===== config.mk =====
export PLATFORM = sky130hd
export DESIGN_NAME = counter_updown_mod
export DESIGN_NICKNAME = d
export VERILOG_FILES = /design/src/rtl/counter_updown_mod.sv
export SDC_FILE = /design/constraint.sdc
export NUM_CORES = 1
export LEC_CHECK = 0
export CORE_MARGIN = 5
export CORE_UTILIZATION = 30
export DETAILED_ROUTE_END_ITERATION = 7
export GPL_ROUTABILITY_DRIVEN = 0
export PLACE_DENSITY_LB_ADDON = 0.08
export SLEW_MARGIN = 30
export SYNTH_ARGS = -nofsm -noshare
export SYNTH_HDL_FRONTEND = slang
export SYNTH_SLANG_ARGS = --single-unit

===== constraint.sdc =====
create_clock -name clk -period 2.4 [get_ports clk]
set_clock_uncertainty 0.1 [all_clocks]
set_input_delay 0.36 -clock clk [delete_from_list [all_inputs] [get_ports clk]]
set_output_delay 0.36 -clock clk [all_outputs]
set_load 0.03 [all_outputs]

===== src/rtl/counter_updown_mod.sv =====
// -----------------------------------------------------------------------------
// counter_updown_mod
//
// Parametrised synchronous up/down counter with a modulus of MAX_COUNT+1.
// It supports a synchronous clamped parallel load, a combinational
// terminal-count output for cascading, and a sticky wrap flag.
//
// Parameters:
//   WIDTH      counter width in bits (>= 2)
//   MAX_COUNT  highest count value, 1 <= MAX_COUNT <= 2**WIDTH-1
//
// Ports:
//   clk         in   rising-edge clock
//   reset       in   asynchronous active-high reset (Q=0, wrap_flag=0)
//   enable      in   count enable; the counter holds while low
//   up_down     in   1 = count up, 0 = count down
//   load        in   synchronous load strobe (has priority over counting)
//   load_value  in   value to load; it is clamped to MAX_COUNT
//   clear_flag  in   synchronous clear of wrap_flag (a wrap on the same edge wins)
//   Q           out  registered count
//   tc          out  combinational terminal count (the next count edge hits the limit)
//   wrap_flag   out  sticky, registered; set on any wrap
//
// Build option:
//   COUNTER_UPDOWN_SATURATE_EN  when defined, the counter saturates at 0 and
//                               MAX_COUNT instead of wrapping. In that build,
//                               tc means "at limit" and wrap_flag records a
//                               lost count.
// -----------------------------------------------------------------------------
module counter_updown_mod #(
    parameter int unsigned      WIDTH     = 16,
    parameter logic [WIDTH-1:0] MAX_COUNT = {WIDTH{1'b1}}
) (
    input  logic             clk,
    input  logic             reset,
    input  logic             enable,
    input  logic             up_down,
    input  logic             load,
    input  logic [WIDTH-1:0] load_value,
    input  logic             clear_flag,
    output logic [WIDTH-1:0] Q,
    output logic             tc,
    output logic             wrap_flag
);

    localparam logic [WIDTH-1:0] ALL_ONES   = {WIDTH{1'b1}};
    localparam logic [WIDTH-1:0] ONE        = {{(WIDTH-1){1'b0}}, 1'b1};
    localparam bit               FULL_RANGE = (MAX_COUNT == ALL_ONES);

    logic [WIDTH-1:0] q_q;
    logic [WIDTH-1:0] q_d;
    logic             wrap_q;
    logic             wrap_d;

    logic             at_max;
    logic             at_zero;
    logic             out_of_range;
    logic             load_over;
    logic [WIDTH-1:0] up_limit_next;
    logic [WIDTH-1:0] down_limit_next;

    assign at_max  = (q_q == MAX_COUNT);
    assign at_zero = (q_q == '0);

    // When MAX_COUNT covers the full range, no value can exceed it. Both
    // comparisons are dropped in that case so that no always-false
    // compare is left in the netlist.
    generate
        if (FULL_RANGE) begin : g_full_range
            assign out_of_range = 1'b0;
            assign load_over    = 1'b0;
        end else begin : g_partial_range
            assign out_of_range = (q_q > MAX_COUNT);
            assign load_over    = (load_value > MAX_COUNT);
        end
    endgenerate

    // Value taken when a count is attempted at a limit.
`ifdef COUNTER_UPDOWN_SATURATE_EN
    assign up_limit_next   = MAX_COUNT;
    assign down_limit_next = '0;
`else
    assign up_limit_next   = '0;
    assign down_limit_next = MAX_COUNT;
`endif

    // tc is high when the next edge counts at a limit. A load masks it
    // because the load replaces the count on that edge.
    assign tc = enable & ~load & ((up_down & at_max) | (~up_down & at_zero));

    // Next-count logic. Priority: load > count > hold.
    always_comb begin
        q_d = q_q;
        if (load) begin
            q_d = load_over ? MAX_COUNT : load_value;
        end else if (enable) begin
            if (out_of_range) begin
                // Recovery from a state that only an upset can reach.
                q_d = '0;
            end else if (up_down) begin
                q_d = at_max ? up_limit_next : (q_q + ONE);
            end else begin
                q_d = at_zero ? down_limit_next : (q_q - ONE);
            end
        end
    end

    // Sticky flag: a wrap (or a lost count) on this edge overrides a clear.
    always_comb begin
        wrap_d = wrap_q;
        if (tc) begin
            wrap_d = 1'b1;
        end else if (clear_flag) begin
            wrap_d = 1'b0;
        end
    end

    always_ff @(posedge clk or posedge reset) begin
        if (reset) begin
            q_q    <= '0;
            wrap_q <= 1'b0;
        end else begin
            q_q    <= q_d;
            wrap_q <= wrap_d;
        end
    end

    assign Q         = q_q;
    assign wrap_flag = wrap_q;

endmodule


Word-level counts from Yosys, hierarchy flattened:

Cells that the tools add are included.

* add/sub/neg operators: 2
* $mul: 0
* div/mod/pow operators: 0
* order comparisons: 0
* equality and inequality tests: 1
* shift operators: 0
* muxes and demuxes: 7
* bitwise operators: 7
* reductions and logical operators: 3

Operator list (count)
* 16-bit two-way mux: 5
* 16-bit by 1-bit adder with 16-bit output, second input constant: 1
* 16-bit equality test, second input constant: 1
* 16-bit logical NOT: 1
* 16-bit by 1-bit subtractor with 16-bit output, second input constant: 1
* 1-bit bitwise AND: 4
* 2-bit nonzero test: 2
* 1-bit two-way mux: 2
* 1-bit NOT: 2
* 1-bit bitwise OR: 1

* register bits: 17
* bits in latches: 0
* RAM bits: 0
* ROM bits: 0
* bits of input ports: 22
* output and inout bits: 18
* word-level logic and storage cells: 22
* memories: 0

Longest topological paths before layout:

Gate-level depths: netlist of run 1.

* word-level depth: 5
* depth in mapped cells: 8

Worst setup path before layout of run 1:

No wires, ideal clock.

* kind: reg2out
* from: reg q_q[1] (netlist: Q[1])
* to: out tc
* data arrival time: 2101 ps
* required time: 1940 ps
* setup slack: -161 ps
* cell stages (with the launch flop): 8
* path buffers: 2
* cells stage by stage: dfrtp_1 > ha_1 > and4_1 > clkbuf_2 > and4_1 > buf_2 > a21oi_2 > nor3_2

* cells in the longest elaborated chain, start to end: 4
* elaborated cells between the ends (all ways): 6
* those cells by class: eq/ne (1); bitwise (4); reduce/logical (1)

Ends and longest elaborated chain
* start, declared: line 50 `logic [WIDTH-1:0] q_q;`
* start signal, assigned: line 123 `q_q <= q_d;`
* 16-bit equality test / 16-bit logical NOT (equally long branches): line 62, 63
* 1-bit bitwise AND: line 89 `assign tc = enable & ~load & ((up_down & at_max) | (~up_down & at_zero));`
* 1-bit bitwise OR (*): line 89
* 1-bit bitwise AND (*): line 89
* end, declared: line 42 `output logic tc,`

Every way passes the cells marked *; elsewhere a longest branch is shown, timed or not.

Worst setup path in the final report of run 1:

* from: reg q_q[5] (netlist: Q[5])
* to: out tc

Same word-level chain as after synthesis.

==> results of run 1 <==
==> worst max-delay path, delay by kind of cell (launching register included) <==
family / cells / cell delay, ns
buf+inv: 1 / 0.16
compound gates: 1 / 0.11
flops: 1 / 0.47
simple gates: 3 / 0.84
==> worst max path at each step <==
stage | slack [ns] | from | cells past startpoint | endpoint
3_5_place_dp | 0.24 | Q[0]$_DFFE_PP0P_ | 6 | tc
5_1_grt | -0.0006 | Q[0]$_DFFE_PP0P_ | 6 | tc
2_1_floorplan | 0.06 | Q[0]$_DFFE_PP0P_ | 7 | tc
4_1_cts | 0.006 | Q[0]$_DFFE_PP0P_ | 6 | tc
3_3_place_gp | 0.29 | up_down | 7 | Q[7]$_DFFE_PP0P_
6_report | 0.07 | Q[5]$_DFFE_PP0P_ | 5 | tc
==> layer usage <==
metal | up-vias | GRT usage | wire, um
li1 | 1020 | - | -
met1 | 1023 | 0.257 | 3020
met2 | 77 | 0.291 | 3190
met3 | 10 | 0.0329 | 499
met4 | 0 | 0.0412 | 102
met5 | - | 0 | 0
==> sequential cells by signal (all words and copies together) (netlist names) <==
signal     cells
Q             16
wrap_flag      1
==> layout make-up <==
cell class	count	area, sq um	area share
multi-input cells	185	1260	0.496
repair buffers	76	682	0.268
inverters	9	33.8	0.0133
flip-flops and latches	17	428	0.168
clock buffers	4	45.0	0.0177
well taps	75	93.8	0.0369
==> layout by cell type, fill, tap and decap left out, types with 3 or more instances in the layout <==
master,n
o21ai_0,10
clkdlybuf4s50_1,38
nor2_1,14
nor4_1,5
nand2_1,16
nand3_1,13
nand4_1,14
xnor2_1,4
and4_1,5
dfrtp_1,15
a32oi_1,3
buf_4,36
a21oi_1,21
clkbuf_8,3
a31oi_1,3
mux2i_1,4
o31ai_1,3
nand2b_1,7
inv_1,8
ha_1,3
nor3_1,5
==> kinds of logic after synthesis <==
family,count (synthesis),share of synthesized area
buffers and inverters,34,0.0819
and+or+nand+nor,100,0.335
muxes,4,0.0218
adders and majority gates,3,0.0205
xor gates and xnor gates,6,0.0287
AOI/OAI and AO/OA,72,0.280
DFF,17,0.232
==> power by group <==
part	switching [uW]	leakage (uW)	internal, uW
clock	129	0.0000228	119
sequential	55.6	0.000196	316
combinational	285	0.000759	236
==> through the flow <==
stage,instance area (sq um),worst slack (ns),std cells,setup TNS [ns]
finish,2550,0.0713,366,0
global route,2550,-0.000639,366,-0.000639
CTS,2530,0.00565,365,0
detailed placement,2470,0.239,358,0
global placement,2470,0.285,358,0
floorplan,1840,0.0551,236,0
==> timing repair <==
item / CTS / global route
gates cloned: 0 / 0
endpoints found under the setup margin: 1 / 1
hold endpoints to repair: 0 / 0
pin swaps: 1 / 1
gates resized for setup: 1 / 1
setup buffers: 3 / 1
==> flow_summary.toml, run 1 <==
[timing]
fin_crit_sh = 0.970
clock.fmax_ghz = 0.429
final_hold_viol_count = 0
fin_crit_ns = 2.33
hold-worst-slack_ns = 0.282
slew_headroom = 0.687
slew_violations = 0
worst_slew_pin_slew_ns = 0.467
setup_viol = 0

[global_route]
grt.overflow.total = 0
antenna_found_initial = 0
grt_usage = 0.183
grt_pass1_vias = 2051
grt_max_degree = 33
grt_pass1_wl_um = 11000

[die]
num_io_pins = 40
coreArea_sq_um = 5920
die_w_um = 88.2
initial_core_util = 0.310
die_h_um = 88.2
rows = 28
dieArea_sq_um = 7770

[placed_design]
place.detailed.hpwl_um = 5030
port_buffers = 39

[critical_path]
crit_chain = "and4_1 > and2_0 > a21oi_2 > nor3_4 > buf_6"
worstPathRequired_ns = 1.94
cp_slowest_stage_delay_ns = 0.47
rr_startpoint = "Q[3]$_DFFE_PP0P_"
worstPathArrival_ns = 1.87
start_kind = "register"
crit_type = "reg -> out"
crit_path_end_kind = "output pin"
critPathMaxFanout = 6
crit_slowest_cell = "dfrtp_1"
rr_worst_depth = 5
r2r_end = "Q[11]$_DFFE_PP0P_"
rrSetupSlack_ns = 0.31

[clocking]
clockBufferDepth = 2
hold_buffers = 0
clock_latency_ns = 0.26
cts_tree = "yes"
cts-htree-levels = 1
root_buffer = "clkbuf_8"
cts_num_sinks = 17
clk_pin_slew_worst_paths_ns = 0.09
cts_made_buffers = 3

[routing]
firstDrtPassIters = 4
drtIter0Drc = 215
drtAntennaViolNets = 0
wire_per_inst_um = 18.6
drc = 0
vias = 2130
viasPerCell = 5.82
finalWirelength_um = 6810

[synthesis]
synth_most_common_cell = "a21oi_1"
yosysWarnings = 0
synth-async-reset-ratio = 1.00
synth_cell_types = 63
postSynthAreaPerCell_sq_um = 7.77
synth_edf_count = 0
yosysTopAreaCellShare = 0.232
synthCells = 236
synthesis.nets = 261
synthTopCellsByArea = "dfrtp_1 23%, a21oi_1 5.7%, nand4_1 4.8%"
synth_top_area_cell = "dfrtp_1"
synthFlopType = "dfrtp_1"
netlist_top_cells_count = "21 x a21oi_1, 17 x clkbuf_1, 17 x dfrtp_1, 16 x nand2_1"
yosysSeqAreaShare = 0.232
ys_ff_latch = 17
netlist_area_sq_um = 1830

[outcome]
status = "complete, no violations"

[pwr]
ir_drop_uv = 218
finalPower_uw = 1140
powerDensity_nw_per_um2 = 448
p_leak_uw = 0.000978

[finish]
finalCoreUtilization = 0.430
syn2layout_area_growth_pct = 38.9
nNetsFinal = 317
drive_gt1_frac = 0.196
diodes = 0
num-fill-cells = 613

[flow_run]
drv_cap = 0

[min_path]
hold_class = "in -> async"
(Power assumes the default switching activity.)
==> run 2: changes to the inputs <==
--- a/config.mk
+++ b/config.mk
@@ -10,7 +10,6 @@
 export DETAILED_ROUTE_END_ITERATION = 7
 export GPL_ROUTABILITY_DRIVEN = 0
 export PLACE_DENSITY_LB_ADDON = 0.08
-export SLEW_MARGIN = 30
 export SYNTH_ARGS = -nofsm -noshare
 export SYNTH_HDL_FRONTEND = slang
 export SYNTH_SLANG_ARGS = --single-unit
==> results of run 2 <==
Final layout, timing and power as in run 1 (identical DEF).
